`config.mk`:
```
export PLATFORM = sky130hd
export DESIGN_NAME = pool_tile_sequencer
export DESIGN_NICKNAME = d
export VERILOG_FILES = /design/src/rtl/pool_pkg.sv /design/src/rtl/pool_tile_buf.sv /design/src/rtl/pool_tile_sequencer.sv
export SDC_FILE = /design/constraint.sdc
export NUM_CORES = 1
export LEC_CHECK = 0
export ABC_AREA = 1
export CORE_ASPECT_RATIO = 1.75
export CORE_UTILIZATION = 46
export CTS_BUF_LIST = sky130_fd_sc_hd__clkbuf_8
export CTS_CLUSTER_DIAMETER = 150
export CTS_CLUSTER_SIZE = 10
export DETAILED_ROUTE_END_ITERATION = 8
export PLACE_DENSITY_LB_ADDON = 0.25
export REMOVE_ABC_BUFFERS = 1
export SYNTH_ARGS = -nofsm -noshare
export SYNTH_HDL_FRONTEND = slang
export SYNTH_HIERARCHICAL = 1
export SYNTH_SLANG_ARGS = --single-unit
```
`constraint.sdc`:
```
create_clock -name clk -period 2.31 [get_ports clk]
set_input_delay 0.3465 -clock clk [delete_from_list [all_inputs] [get_ports clk]]
set_output_delay 0.3465 -clock clk [all_outputs]
set_load 0.005 [all_outputs]
```
`src/rtl/pool_pkg.sv`:
```
// Shared constants, index widths and FSM state encoding for the pooling tile sequencer.
package pool_pkg;

    localparam int WIDTH  = 8;
    localparam int TILE   = 25;
    localparam int NOUT   = 4;
    localparam int IDX_W  = 5;
    localparam int OIDX_W = 2;

    localparam logic [IDX_W-1:0]  LAST_IDX  = 5'd24;
    localparam logic [OIDX_W-1:0] LAST_OIDX = 2'd3;

    typedef enum logic [1:0] {
        LOAD  = 2'd0,
        WAIT  = 2'd1,
        DRAIN = 2'd2
    } state_t;

    // Select pooled element sel from the packed result word.
    function automatic logic [WIDTH-1:0] pick_elem(
        input logic [WIDTH*NOUT-1:0] res,
        input logic [OIDX_W-1:0]     sel
    );
        logic [WIDTH-1:0] elem;
        case (sel)
            2'd0:    elem = res[7:0];
            2'd1:    elem = res[15:8];
            2'd2:    elem = res[23:16];
            2'd3:    elem = res[31:24];
            default: elem = res[7:0];
        endcase
        return elem;
    endfunction

endpackage

```
`src/rtl/pool_tile_buf.sv`:
```
// 25-entry pixel register file, written one slot at a time, read out as one flat tile word.
module pool_tile_buf
    import pool_pkg::*;
(
    input  logic                    clk,
    input  logic                    rst,
    input  logic                    we,
    input  logic [IDX_W-1:0]        widx,
    input  logic [WIDTH-1:0]        wdata,
    output logic [WIDTH*TILE-1:0]   tile
);

    logic [WIDTH-1:0] mem_r [TILE];

    // Slot storage; out-of-range indices are ignored so slot 24 is the last writable one.
    always_ff @(posedge clk) begin
        if (rst) begin
            for (int k = 0; k < TILE; k++) begin
                mem_r[k] <= {WIDTH{1'b0}};
            end
        end else if (we && (widx <= LAST_IDX)) begin
            mem_r[widx] <= wdata;
        end
    end

    // Flatten slots so pixel k lands at [8k+7:8k].
    always_comb begin
        tile = {(WIDTH*TILE){1'b0}};
        for (int k = 0; k < TILE; k++) begin
            tile[k*WIDTH +: WIDTH] = mem_r[k];
        end
    end

endmodule

```
`src/rtl/pool_tile_sequencer.sv`:
```
// Tile sequencer: LOAD 25 pixels, WAIT DP_LAT cycles for the datapath, DRAIN 4 result beats.
// Optional completed-tile counter port enabled by defining POOL_TILE_CNT_EN.
module pool_tile_sequencer
    import pool_pkg::*;
#(
    parameter int DP_LAT = 1
) (
    input  logic                    clk,
    input  logic                    rst,
    input  logic                    flush_i,
    input  logic                    in_valid_i,
    output logic                    in_ready_o,
    input  logic [WIDTH-1:0]        in_data_i,
    output logic [WIDTH*TILE-1:0]   tile_o,
    output logic                    dp_start_o,
    input  logic [WIDTH*NOUT-1:0]   pool_i,
    output logic                    out_valid_o,
    input  logic                    out_ready_i,
    output logic [WIDTH-1:0]        out_data_o,
    output logic                    out_last_o
`ifdef POOL_TILE_CNT_EN
    ,
    output logic [15:0]             tile_cnt_o
`endif
);

    localparam logic [3:0] WCNT_INIT = 4'(DP_LAT - 1);

    state_t                  state_r;
    logic [IDX_W-1:0]        idx_r;
    logic [OIDX_W-1:0]       oidx_r;
    logic [3:0]              wcnt_r;
    logic [WIDTH*NOUT-1:0]   res_r;
    logic                    out_valid_r;
    logic                    out_last_r;
    logic                    dp_start_r;

    logic                    accept_s;
    logic                    buf_we_s;
    logic                    out_hs_s;
    logic                    final_hs_s;

    assign in_ready_o = (state_r == LOAD) && !rst;
    assign accept_s   = in_valid_i && in_ready_o;
    // A flush in the same cycle as a pixel wins: the pixel is not stored.
    assign buf_we_s   = accept_s && !flush_i;
    assign out_hs_s   = out_valid_r && out_ready_i;
    assign final_hs_s = out_hs_s && (state_r == DRAIN) && (oidx_r == LAST_OIDX) && !flush_i;

    pool_tile_buf u_buf (
        .clk   (clk),
        .rst   (rst),
        .we    (buf_we_s),
        .widx  (idx_r),
        .wdata (in_data_i),
        .tile  (tile_o)
    );

    // Sequencer FSM with registered handshake/strobe outputs.
    always_ff @(posedge clk) begin
        if (rst) begin
            state_r     <= LOAD;
            idx_r       <= 5'd0;
            oidx_r      <= 2'd0;
            wcnt_r      <= 4'd0;
            res_r       <= {(WIDTH*NOUT){1'b0}};
            out_valid_r <= 1'b0;
            out_last_r  <= 1'b0;
            dp_start_r  <= 1'b0;
        end else if (flush_i) begin
            state_r     <= LOAD;
            idx_r       <= 5'd0;
            oidx_r      <= 2'd0;
            wcnt_r      <= 4'd0;
            out_valid_r <= 1'b0;
            out_last_r  <= 1'b0;
            dp_start_r  <= 1'b0;
        end else begin
            case (state_r)
                LOAD: begin
                    dp_start_r <= 1'b0;
                    if (accept_s) begin
                        if (idx_r == LAST_IDX) begin
                            state_r    <= WAIT;
                            wcnt_r     <= WCNT_INIT;
                            dp_start_r <= 1'b1;
                        end else begin
                            idx_r <= idx_r + 5'd1;
                        end
                    end
                end
                WAIT: begin
                    dp_start_r <= 1'b0;
                    if (wcnt_r == 4'd0) begin
                        res_r       <= pool_i;
                        oidx_r      <= 2'd0;
                        out_valid_r <= 1'b1;
                        out_last_r  <= 1'b0;
                        state_r     <= DRAIN;
                    end else begin
                        wcnt_r <= wcnt_r - 4'd1;
                    end
                end
                DRAIN: begin
                    dp_start_r <= 1'b0;
                    if (final_hs_s) begin
                        state_r     <= LOAD;
                        idx_r       <= 5'd0;
                        oidx_r      <= 2'd0;
                        out_valid_r <= 1'b0;
                        out_last_r  <= 1'b0;
                    end else if (out_hs_s) begin
                        oidx_r     <= oidx_r + 2'd1;
                        out_last_r <= (oidx_r == 2'd2);
                    end
                end
                default: begin
                    state_r     <= LOAD;
                    idx_r       <= 5'd0;
                    oidx_r      <= 2'd0;
                    out_valid_r <= 1'b0;
                    out_last_r  <= 1'b0;
                    dp_start_r  <= 1'b0;
                end
            endcase
        end
    end

    assign out_valid_o = out_valid_r;
    assign out_last_o  = out_last_r;
    assign dp_start_o  = dp_start_r;
    assign out_data_o  = pick_elem(res_r, oidx_r);

`ifdef POOL_TILE_CNT_EN
    logic [15:0] tile_cnt_r;

    // Completed-tile counter; survives flush and wraps naturally.
    always_ff @(posedge clk) begin
        if (rst) begin
            tile_cnt_r <= 16'd0;
        end else if (final_hs_s) begin
            tile_cnt_r <= tile_cnt_r + 16'd1;
        end
    end

    assign tile_cnt_o = tile_cnt_r;
`endif

endmodule

```
# Word level (Yosys, flattened, before mapping)
# Memory sizes are Yosys's and may differ from the RTL's.
# Cells that the tools add are included.
word_totals:
  inputBits: 45
  ram_bits: 200
  word_cells: 87
  mem_count: 1
  ff_bits: 48
  output_inout_bits: 212
classes:
  order_cmp: 1
  n_mux: 34
  n_bitwise: 4
  n_eq_ne: 13
  reduce_logical: 23
  n_addsub: 3
mem_list:
  columns: ["memory", "words", "word_bits", "rd", "rd_clocked_by_memory_dff", "write_ports", "line_no", "rtl"]
  rows:
  - ["u_buf.mem_r", 25, 8, 25, 0, 25, "pool_tile_buf.sv:13", "logic [WIDTH-1:0] mem_r [TILE];"]
op_table:
  columns: ["op", "count"]
  rows:
  - ["$pmux 8 s4", 1]
  - ["$mux 5", 4]
  - ["$pmux 5 s3", 1]
  - ["$mux 2", 7]
  - ["$mux 1", 12]
  - ["$mux 4", 3]
  - ["$pmux 2 s3", 2]
  - ["$reduce_and 4->1", 3]
  - ["$ne 2x2->1 const B", 5]
  - ["$reduce_and 3->1", 3]
  - ["$logic_and 1x1->1", 8]
  - ["$mux 8", 1]
  - ["$pmux 4 s2", 1]
  - ["$reduce_or 8->1", 1]
  - ["$eq 2x2->1 const B", 3]
  - ["$pmux 1 s3", 2]
  - ["$add 5x1->5 const B", 1]
  - ["$eq 5x5->1 const B", 1]
  - ["$le 5x5->1 const B", 1]
  - ["$eq 2x1->1 const B", 2]
  - ["$logic_not 2->1", 2]
  - ["$logic_not 4->1", 1]
  - ["$not 1->1", 4]
  - ["$reduce_or 4->1", 1]
  - ["other kinds (7)", 8]

# Depth between registers and ports, before layout
depth:
  depth_word: 10
  depth_mapped: 11

# Hierarchy
# The synthesis kept the hierarchy.
modules_own_cells:
  columns: ["mod", "seq_area_each_um2", "area_each_um2", "cells_per_inst", "instances"]
  rows:
  - ["pool_tile_buf", 6005.8, 7577.3, 514, 1]
  - ["pool_tile_sequencer", 960.9, 2484.9, 319, 1]

# Least setup slack after synthesis
# OpenSTA, ideal clock, no wires.
synth_timing:
  path_type: "register to register"
  startpoint: "reg state_r[1]"
  endpoint: "mem u_buf.mem_r[1][0], enable pin"
  synth_period_minus_slack_ns: 2.567
  arrival_time_ns: 2.183
  n_path_buf: 1
  stages_incl_launch_ff: 11
  setup_ns: 0.384
  required_time_ns: 1.926
  slack_ns: -0.257
  path_cell_list: "dfxtp_1 -> nor2_2 -> inv_2 -> nor2_1 -> nand2_1 -> nor2_1 -> inv_1 -> nor2_8 -> nand4_2 -> buf_2 -> o21ai_0"
synth_rtl:
  columns: ["element", "line_no", "rtl"]
  rows:
  - ["from (decl)", "pool_tile_sequencer.sv:29", "state_t state_r;"]
  - ["from (signal assigned)", "pool_tile_sequencer.sv:62", "state_r <= LOAD;"]
  - ["from (signal assigned)", "pool_tile_sequencer.sv:71", "state_r <= LOAD;"]
  - ["from (signal assigned)", "pool_tile_sequencer.sv:84", "state_r <= WAIT;"]
  - ["to (decl)", "pool_tile_buf.sv:13", null]

# Worst setup path after layout
layout_timing:
  startpoint: "reg oidx_r[0]"
  endpoint: "out out_data_o[5]"
layout_via:
  elab_chain_cells: 2
  elab_cells_between_ends: 5
layout_rtl:
  columns: ["element", "line_no", "rtl"]
  rows:
  - ["from (decl)", "pool_tile_sequencer.sv:31", "logic [OIDX_W-1:0] oidx_r;"]
  - ["from (signal assigned)", "pool_tile_sequencer.sv:113", "oidx_r <= oidx_r + 2'd1;"]
  - ["$eq 2x2->1, or another cell as far along", "pool_pkg.sv:25", "case (sel)"]
  - ["$pmux 8 s4 *", "pool_pkg.sv:25", null]
  - ["to (decl)", "pool_tile_sequencer.sv:19", "output logic [WIDTH-1:0] out_data_o,"]
# Mark *: on every way between the ends. The rest lies on a longest branch, timed or not.

==> impl_metrics.yaml <==
timing:
  slew_violations: 0
  rsz0062_at_grt: "no"
  period_minus_slack_ns: 2.21
  fmax_ghz: 0.452
  hold_slack_ns: 0.157
  fin_skew_ns: 0.0152
  slew_headroom: 0.620
  setup_tns_ns: 0
  setup_ws_ns: 0.0977
  setup_viol: 0
  min_period_over_period: 0.958
  worstMarginPinSlew_ns: 0.569
  hold_viol: 0
yosys:
  ys_ff_latch: 248
  synth_top_family_by_area: "simple AND/OR/NAND/NOR gates"
  ys.warnings.count: 6
  syn_inst: 833
  synth_compound_area_frac: 0.0612
  synth_adder_area_share: 0.00870
  yosys-mux-area-fraction: 0
  postSynthAreaPerCell_um2: 12.1
  syn-cell-area_um2: 10100
  synth_simple_gate_area_frac: 0.188
  seq_area_frac_synth: 0.692
  synth_cell_types: 37
  yosys.area_share.xor_xnor: 0.000870
critical_path:
  r2r_slack_ns: 0.22
  reg2reg_depth: 11
  cp_max_fo: 16
  critical_path_arrival_ns: 1.87
  end_kind: "output port"
  critPathKind: "flip-flop to output port"
  crit_required_ns: 1.96
  startpoint_type: "flip-flop"
global_route:
  grt_pass1_vias: 7314
  grtUsageTotal: 0.234
  antenna_found_initial: 0
  grt_overflow_total: 0
  grt_start_max_net_pins: 41
  grt_pass1_wl_mm: 39.8
worst_hold_path:
  hp-class: "input port to flip-flop"
  holdPathStages: 4
pwr:
  cellLeakagePower_nw: 4.91
  vdd_drop_max_v: 0.000400
  p_per_area_nw_per_um2: 602
  p_total_w: 0.00827
placed_design:
  routabilityCongestion: 0.826
  io_buffers: 256
  dpl.hpwl_mm: 18.1
  place_ws_ns: -0.0423
die:
  start_util: 0.468
  fp.dieW_um: 114
  core_area_um2: 21500
  io-pin-count: 257
  rows: 71
  die_height_um: 198
  die-area_um2: 22500
detailed_routing:
  drt_pre_antenna_iters: 6
  drt_iter0_markers: 404
  ant_nets: 0
  via_count: 7429
  viasPerCell: 5.18
  drt_wl_total_mm: 26.1
  drc: 0
  wire_per_inst_um: 18.2
flow_run:
  maxCapViolations: 0
cells_and_area:
  n_antenna_cell: 0
  nNetsFinal: 1173
  area.growth.synth_to_final_pct: 36.6
  layout-drive-gt1-share: 0.172
  fillers: 1731
clock_network:
  htreeDepth: 1
  cts_sinks: 248
  path_clk_slew_ns: 0.08
  clock_path_buffers: 3
  cts_tree: "done"
  cts_hold_buf: 0
  cts_buffers: 28
  worst_skew_pair.late_latency_ns: 0.54
  root_buffer: "clkbuf_8"
run_status:
  status: "complete, no violations"
==> cells by family (layout without fill, tap and decap cells) <==
group / after synthesis / after routing
xor gates and xnor gates: 1 / 1
AOI/OAI and AO/OA: 88 / 88
adders and majority gates: 7 / 7
buffers and inverters: 108 / 418
DFF: 248 / 248
and+or+nand+nor: 381 / 381
==> metrics by stage <==
stage	util	cell area, µm²	instances
global route	0.640	13700	1435
finish	0.640	13700	1435
detailed placement	0.613	13200	1383
CTS	0.636	13700	1435
global placement	0.613	13200	1383
floorplan	-	9740	770
==> per-layer routing <==
| metal | global-route usage | up-vias | wire length, µm |
|---|---|---|---|
| li1 | - | 3523 | - |
| met1 | 0.251 | 3569 | 9030 |
| met2 | 0.447 | 282 | 14600 |
| met3 | 0.0359 | 55 | 1550 |
| met4 | 0.101 | 0 | 922 |
| met5 | 0 | - | 0 |
==> Yosys cell counts, drive strengths merged <==
library cell	count	share of area
a211oi	8	0.0099
dfxtp	48	0.095
a21oi	43	0.029
clkinv	8	0.0030
clkbuf	27	0.010
ha	7	0.0087
nor3	162	0.081
nand3	19	0.014
o21bai	1	0.0011
nand2	114	0.050
inv	37	0.014
a32oi	8	0.0070
o21ai	28	0.014
nor3b	1	0.00075
edfxtp	200	0.60
nand4	6	0.0068
buf	36	0.022
xor2	1	0.00087
nor2	78	0.034
or2	1	0.00062
==> power by group <==
part	switching [W]	total (W)	internal (W)
clock network	0.00145	0.00264	0.00119
registers	0.0000523	0.00498	0.00493
logic	0.000319	0.000649	0.000330
==> path summary, 6_finish.rpt <==
check | start | to
max | oidx_r[0] | out_data_o[5]
min | rst | dp_start_o
max reg2reg | state_r[0] | u_buf/mem_r[5][4]
min reg2reg | out_last_o | out_last_o
==> cell usage in the layout (no fill, tap or decap), types with 3 or more instances in the layout <==
| cell | netlist | routed |
|---|---|---|
| nor2_4 | 3 | 3 |
| edfxtp_1 | 200 | 200 |
| a21oi_1 | 23 | 23 |
| o21ai_0 | 22 | 14 |
| clkinv_1 | 8 | 8 |
| inv_1 | 27 | 47 |
| clkdlybuf4s50_1 | 0 | 247 |
| nand2_2 | 25 | 25 |
| dfxtp_1 | 48 | 46 |
| nor3_1 | 161 | 161 |
| a21oi_2 | 20 | 20 |
| buf_4 | 6 | 61 |
| ha_1 | 7 | 5 |
| nor2_2 | 3 | 4 |
| nand3_1 | 9 | 9 |
| dlymetal6s2s_1 | 0 | 6 |
| nand4_4 | 0 | 3 |
| a211oi_2 | 8 | 8 |
| o21ai_1 | 5 | 11 |
| nand2_1 | 87 | 87 |
| clkbuf_8 | 0 | 30 |
| o21ai_2 | 1 | 3 |
| nand3_2 | 10 | 10 |
| inv_2 | 9 | 11 |
| a32oi_1 | 8 | 7 |
| nor2_1 | 71 | 70 |
==> layout make-up <==
class	instances	area (µm²)	area share
clock buffer	30	413	0.0300
clock inverter	22	82.6	0.00601
tap	292	365	0.0266
multi-input combinational	477	2660	0.193
timing repair buffer	321	3090	0.225
sequential	248	6970	0.507
inverter	45	171	0.0125
==> worst max-delay path: stages (launching register included) <==
cell,delay (ns)
dfxtp_2,0.38
inv_2,0.07
ha_2,0.19
buf_12,0.15
a21oi_1,0.16
a32oi_2,0.13
clkdlybuf4s15_1,0.23
==> timing repair <==
action / 4_1_cts / 5_1_grt
resized for setup: 6 / 29
setup buffers: 0 / 0
setup endpoints to repair: 8 / 123
pin swaps: 0 / 2
==> state kept, by name (all words and copies together), names as in the netlist <==
signal and cells:
state_r 2, u_buf/mem_r 200, out_last_o 1, idx_r 5, res_r 32, oidx_r 2, wcnt_r 4, dp_start_o 1
out_valid_o 1
Power figures use the tool's default switching activity.
